<file path="src/rtl/proc_regfile_pkg.sv">
// Shared register-file sizing for the 4-stage core.
// Keeps rs/rd field widths and datapath width consistent.
package proc_regfile_pkg;
  localparam int REGFILE_WIDTH     = 8;
  localparam int REGFILE_ADDR_BITS = 3;
  localparam int REGFILE_ENTRIES   = 1 << REGFILE_ADDR_BITS;
  localparam int ZERO_ENTRY        = 0;
endpackage

</file>
<file path="src/rtl/proc_regfile_if.sv">
// Core <-> register-file bus plus debug/observation signals.
// master = core side, slave = register file.
interface proc_regfile_if
  import proc_regfile_pkg::*;
#(
  parameter int WIDTH     = REGFILE_WIDTH,
  parameter int ADDR_BITS = REGFILE_ADDR_BITS,
  parameter int CNT_WIDTH = 16
);
  logic                        ctrl_writeEnable;
  logic [ADDR_BITS-1:0]        ctrl_writeReg;
  logic [WIDTH-1:0]            data_writeReg;
  logic [ADDR_BITS-1:0]        ctrl_readReg;
  logic [WIDTH-1:0]            data_readReg;
  logic [ADDR_BITS-1:0]        dbg_readReg;
  logic [WIDTH-1:0]            dbg_data;
  logic [(1<<ADDR_BITS)-1:0]   written_mask;
  logic [CNT_WIDTH-1:0]        write_count;

  modport master (
    output ctrl_writeEnable, ctrl_writeReg, data_writeReg,
    output ctrl_readReg, dbg_readReg,
    input  data_readReg, dbg_data, written_mask, write_count
  );

  modport slave (
    input  ctrl_writeEnable, ctrl_writeReg, data_writeReg,
    input  ctrl_readReg, dbg_readReg,
    output data_readReg, dbg_data, written_mask, write_count
  );
endinterface

</file>
<file path="src/rtl/proc_regfile_reg.sv">
// Single WIDTH-bit register with write enable.
// Asynchronously cleared by an active-high reset.
module proc_regfile_reg #(
  parameter int WIDTH = 8
) (
  input  logic             clock,
  input  logic             reset,
  input  logic             we,
  input  logic [WIDTH-1:0] dataWrite,
  output logic [WIDTH-1:0] dataRead
);
  always_ff @(posedge clock or posedge reset) begin
    if (reset)
      dataRead <= '0;
    else if (we)
      dataRead <= dataWrite;
  end
endmodule

</file>
<file path="src/rtl/proc_regfile.sv">
// Register file for the 4-stage core: combinational read with
// optional write bypass, debug read port, written mask, write counter.
module proc_regfile
  import proc_regfile_pkg::*;
#(
  parameter int WIDTH     = REGFILE_WIDTH,
  parameter int ADDR_BITS = REGFILE_ADDR_BITS,
  parameter int ZERO_REG  = 1,
  parameter int BYPASS    = 1,
  parameter int CNT_WIDTH = 16
) (
  input logic           clock,
  input logic           reset,
  proc_regfile_if.slave rf
);
  localparam int ENTRIES = 1 << ADDR_BITS;
  localparam logic [ADDR_BITS-1:0] R0 = ADDR_BITS'(ZERO_ENTRY);

  logic [ENTRIES-1:0] we_dec;
  logic [WIDTH-1:0]   q [ENTRIES];
  logic               accept;
  logic               rd_zero;
  logic               dbg_zero;
  logic               hit;

  // Writes to a hardwired zero entry are dropped entirely.
  assign accept = rf.ctrl_writeEnable &&
                  !(ZERO_REG != 0 && rf.ctrl_writeReg == R0);

  always_comb begin
    we_dec = '0;
    if (accept)
      we_dec[rf.ctrl_writeReg] = 1'b1;
  end

  for (genvar i = 0; i < ENTRIES; i++) begin : g_ent
    proc_regfile_reg #(.WIDTH(WIDTH)) u_reg (
      .clock     (clock),
      .reset     (reset),
      .we        (we_dec[i]),
      .dataWrite (rf.data_writeReg),
      .dataRead  (q[i])
    );
  end

  assign rd_zero  = (ZERO_REG != 0) && (rf.ctrl_readReg == R0);
  assign dbg_zero = (ZERO_REG != 0) && (rf.dbg_readReg == R0);
  assign hit      = (BYPASS != 0) && accept &&
                    (rf.ctrl_readReg == rf.ctrl_writeReg);

  always_comb begin
    rf.data_readReg = q[rf.ctrl_readReg];
    if (rd_zero)
      rf.data_readReg = '0;
    else if (hit)
      rf.data_readReg = rf.data_writeReg;
  end

  assign rf.dbg_data = dbg_zero ? '0 : q[rf.dbg_readReg];

  always_ff @(posedge clock or posedge reset) begin
    if (reset) begin
      rf.written_mask <= '0;
      rf.write_count  <= '0;
    end else begin
      rf.written_mask <= rf.written_mask | we_dec;
      if (accept && rf.write_count != '1)
        rf.write_count <= rf.write_count + 1'b1;
    end
  end
endmodule

</file>
<file path="src/flat_wrapper.sv">
// flat-port wrapper written by rule: the top's interface ports become plain ports
module proc_regfile_flat import proc_regfile_pkg::*;
#(
  parameter int WIDTH     = REGFILE_WIDTH,
  parameter int ADDR_BITS = REGFILE_ADDR_BITS,
  parameter int ZERO_REG  = 1,
  parameter int BYPASS    = 1,
  parameter int CNT_WIDTH = 16
)
  (clock, reset, rf_ctrl_writeEnable, rf_ctrl_writeReg, rf_data_writeReg, rf_ctrl_readReg, rf_dbg_readReg, rf_data_readReg, rf_dbg_data, rf_written_mask, rf_write_count);
  proc_regfile_if #(.WIDTH(WIDTH), .ADDR_BITS(ADDR_BITS), .CNT_WIDTH(CNT_WIDTH)) rf_i ();
  input logic clock;
  input logic reset;
  input wire logic [$bits(rf_i.ctrl_writeEnable)-1:0] rf_ctrl_writeEnable;
  input wire logic [$bits(rf_i.ctrl_writeReg)-1:0] rf_ctrl_writeReg;
  input wire logic [$bits(rf_i.data_writeReg)-1:0] rf_data_writeReg;
  input wire logic [$bits(rf_i.ctrl_readReg)-1:0] rf_ctrl_readReg;
  input wire logic [$bits(rf_i.dbg_readReg)-1:0] rf_dbg_readReg;
  output wire logic [$bits(rf_i.data_readReg)-1:0] rf_data_readReg;
  output wire logic [$bits(rf_i.dbg_data)-1:0] rf_dbg_data;
  output wire logic [$bits(rf_i.written_mask)-1:0] rf_written_mask;
  output wire logic [$bits(rf_i.write_count)-1:0] rf_write_count;
  assign rf_i.ctrl_writeEnable = rf_ctrl_writeEnable;
  assign rf_i.ctrl_writeReg = rf_ctrl_writeReg;
  assign rf_i.data_writeReg = rf_data_writeReg;
  assign rf_i.ctrl_readReg = rf_ctrl_readReg;
  assign rf_i.dbg_readReg = rf_dbg_readReg;
  assign rf_data_readReg = rf_i.data_readReg;
  assign rf_dbg_data = rf_i.dbg_data;
  assign rf_written_mask = rf_i.written_mask;
  assign rf_write_count = rf_i.write_count;
  proc_regfile #(.WIDTH(WIDTH), .ADDR_BITS(ADDR_BITS), .ZERO_REG(ZERO_REG), .BYPASS(BYPASS), .CNT_WIDTH(CNT_WIDTH)) u_core (.clock(clock), .reset(reset), .rf(rf_i));
endmodule
</file>
<file path="config.mk">
export PLATFORM = sky130hd
export DESIGN_NAME = proc_regfile_flat
export DESIGN_NICKNAME = d
export VERILOG_FILES = /design/src/rtl/proc_regfile_pkg.sv /design/src/rtl/proc_regfile_if.sv /design/src/rtl/proc_regfile_reg.sv /design/src/rtl/proc_regfile.sv /design/src/flat_wrapper.sv
export SDC_FILE = /design/constraint.sdc
export NUM_CORES = 1
export LEC_CHECK = 0
export ABC_AREA = 1
export BUFFER_PORTS_ARGS = -buffer_cell sky130_fd_sc_hd__buf_2
export CORE_UTILIZATION = 55
export CTS_CLUSTER_SIZE = 16
export DETAILED_ROUTE_END_ITERATION = 8
export GPL_ROUTABILITY_DRIVEN = 0
export PLACE_DENSITY = 0.86
export SLEW_MARGIN = 20
export SYNTH_ARGS = -nofsm -noshare
export SYNTH_HDL_FRONTEND = slang
export SYNTH_SLANG_ARGS = --single-unit
</file>
<file path="constraint.sdc">
create_clock -name clock -period 4.8 [get_ports clock]
set_input_delay 0.48 -clock clock [delete_from_list [all_inputs] [get_ports clock]]
set_output_delay 0.48 -clock clock [all_outputs]
set_load 0.005 [all_outputs]
</file>
==> results.md <==
* Total Power at 1.90 mW
* Vias per cell at 5.82
* Post-CTS Setup Inserts at 0
* Post-DRT Antenna Nets at 0
* Yosys warnings at 0
* Final nets at 750
* Cells after DPL at 826
* CTS tree: built
* Synth Instances at 699
* Vias at 4,903
* Synth top area share at 44.5%
* Share of cells above drive strength 1 at 12.7%
* Crit path launch type: primary input
* Post-layout min period at 3260 ps
* Final HPWL DP at 8980 um
* Hold Path Class: in -> async
* # setup viols final at 0
* Initial core utilization at 56.7%
* Clock transition at the registers of the reported paths at 90 ps
* Ant diodes at 0
* Yosys top cell by area: dfrtp_1
* FF+latch count, synth at 88
* CP arrival at 2780 ps
* Final hold slack at 259 ps
* Ports at 60
* GRT Residual Overflow at 0
* Slew Limit Fails at 0
* Cts repair resizes at 0
* Drc violations at 0
* Worst Slack Setup Final at 1540 ps
* Crit end category: output pin
* # clock sinks at 88
* Layout area overhead at 9.06%
* Average routed wire per standard cell at 15.7 um
* Fin cells at 842
* First-pass GRT wire length at 22,600 um
* CP Class: in -> out
* Port Buf Inserts at 59
* DR pass1 iterations at 6
* Clock latency on the worst-skew pair at 360 ps
* Max-Cap Viols at 0
* Final setup TNS at 0 ps
* Post-CTS Hold Buffers at 0
* Register area share after synthesis at 44.5%
* F_max at 0.307 GHz
* Die area at 9370 sq um
* Die Y at 96.8 um
* Placed inst area at 5180 sq um
* Worst slew pin tran at 975 ps
* Post-synthesis cell area at 4940 sq um
* Root Buffer: clkbuf_8
* Fin crit share at 67.8%
* Initial drt markers at 535
* Final instance area at 5390 sq um
* Status: finished clean
* Total wire length at 13,200 um
* Fillcell total at 754
* Slew HR at 35.0%
* Synth area leaders: dfrtp_1 (45%), nand2_1 (18%), o21ai_0 (9.4%)
* Core ar. at 8720 sq um
* Finished Core Util at 61.8%
* Max VDD drop at 163 uV
* Data required, critical path at 4320 ps
* Fin Clk Skew at 5.23 ps
* Vias in the first global route at 4,809
* Placement row count at 34
* TritonCTS buffer count at 9
* Die width at 96.8 um
* Max Fanout on Critical Path at 38
* Htree depth at 3
* CTS Buffer Depth at 2
* Post-Syn Nets at 720
* Cell variety after synth at 31
* Syn Area/Cell at 7.07 sq um
* Setup WS pre-CTS at 1720 ps
* Gr usage total at 29.7%
* RSZ-0062 raised after global routing: false
* Largest net degree at the start of global routing at 51
* PwrDens at 352 nW/um^2
* Initial antenna violation count at 0
* Leakage power at 2.74 nW
* Final hold vios at 0
-- area by class of cell --
class / instances / area (sq um) / share of cell area, %
multi-input cells: 518 / 2340 / 43.5
flip-flops and latches: 88 / 2200 / 40.8
repair buffers: 60 / 303 / 5.62
inverters: 52 / 199 / 3.69
clock buffers: 12 / 155 / 2.88
well taps: 108 / 135 / 2.51
clock inverters: 4 / 52.6 / 0.975
-- layout by cell type (no fill, tap or decap), drive strengths merged --
cell type	netlist	final
a21oi	12	12
buf	25	60
bufinv	0	1
clkbuf	16	12
clkinv	2	6
dfrtp	88	88
ha	1	1
inv	50	49
nand2	239	239
nand3	57	57
nand3b	2	2
nand4	4	4
nor2	81	81
nor3	1	1
o211ai	12	12
o21ai	97	97
o22ai	4	4
or2	1	1
xnor2	6	6
xor2	1	1
-- report_power, final --
group / internal, mW / total, mW / switching (mW)
logic: 0.155 / 0.404 / 0.249
clock network: 0.270 / 0.540 / 0.269
registers: 0.851 / 0.953 / 0.102
-- routing by layer --
metal	part of all wire (%)	global-route usage (%)	wire length [um]
met1	39	38.3	5210
met2	48	48.0	6280
met3	9.3	6.07	1220
met4	3.7	14.0	482
met5	0	0	0
-- worst paths after layout --
| check | to | startpoint | slack (ps) | depth (start not counted) |
|---|---|---|---|---|
| worst min register to register | u_core.rf.written_mask[0]$_DFF_PP0_ | u_core.rf.written_mask[0]$_DFF_PP0_ | 380 | 0 |
| worst min-delay path | u_core.rf.written_mask[0]$_DFF_PP0_ | reset | 260 | 2 |
| worst max-delay path | rf_data_readReg[7] | rf_ctrl_readReg[0] | 1540 | 10 |
| min in group clock | u_core.g_ent[7].u_reg.dataRead[6]$_DFFE_PP0P_ | rf_data_writeReg[6] | 330 | 3 |
| max in group asynchronous | u_core.g_ent[2].u_reg.dataRead[2]$_DFFE_PP0P_ | reset | 3520 | 3 |
| worst max register to register | u_core.rf.write_count[3]$_DFFE_PP0P_ | u_core.rf.write_count[0]$_DFFE_PP0P_ | 2980 | 7 |
-- flip-flops by register name, summed over array words and instances, names as in the netlist --
signal and flops:
u_core.g_ent.u_reg.dataRead 64, u_core.rf.write_count 16, u_core.rf.written_mask 8
-- critical path, stage by stage --
cell and delay [ps]:
buf_2 520, inv_1 650, nand2_1 190, nand2_1 100, nor2_4 230, nand2_2 170, nand2_1 90, nor2_1 40
nor2_1 150, buf_2 140
-- cell families after synthesis --
kind of cell	after synthesis	synth area share, %
AND/OR/NAND/NOR	385	32.3
AO/OA/AOI/OAI	125	13.6
buffers and inverters	93	8.02
flip-flops	88	44.5
XOR/XNOR	7	1.24
adder cells (fa/ha/maj)	1	0.253
-- synthesized netlist by cell type (all sizes together) --
| library cell | n |
|---|---|
| nand3 | 57 |
| clkbuf | 16 |
| nor3 | 1 |
| ha | 1 |
| nor2 | 81 |
| dfrtp | 88 |
| buf | 25 |
| nand3b | 2 |
| xnor2 | 6 |
| xor2 | 1 |
| o211ai | 12 |
| or2 | 1 |
| a21oi | 12 |
| nand2 | 239 |
| o21ai | 97 |
| nand4 | 4 |
| o22ai | 4 |
| inv | 50 |
| clkinv | 2 |
Note: power is estimated with default switching activity, not from simulation.
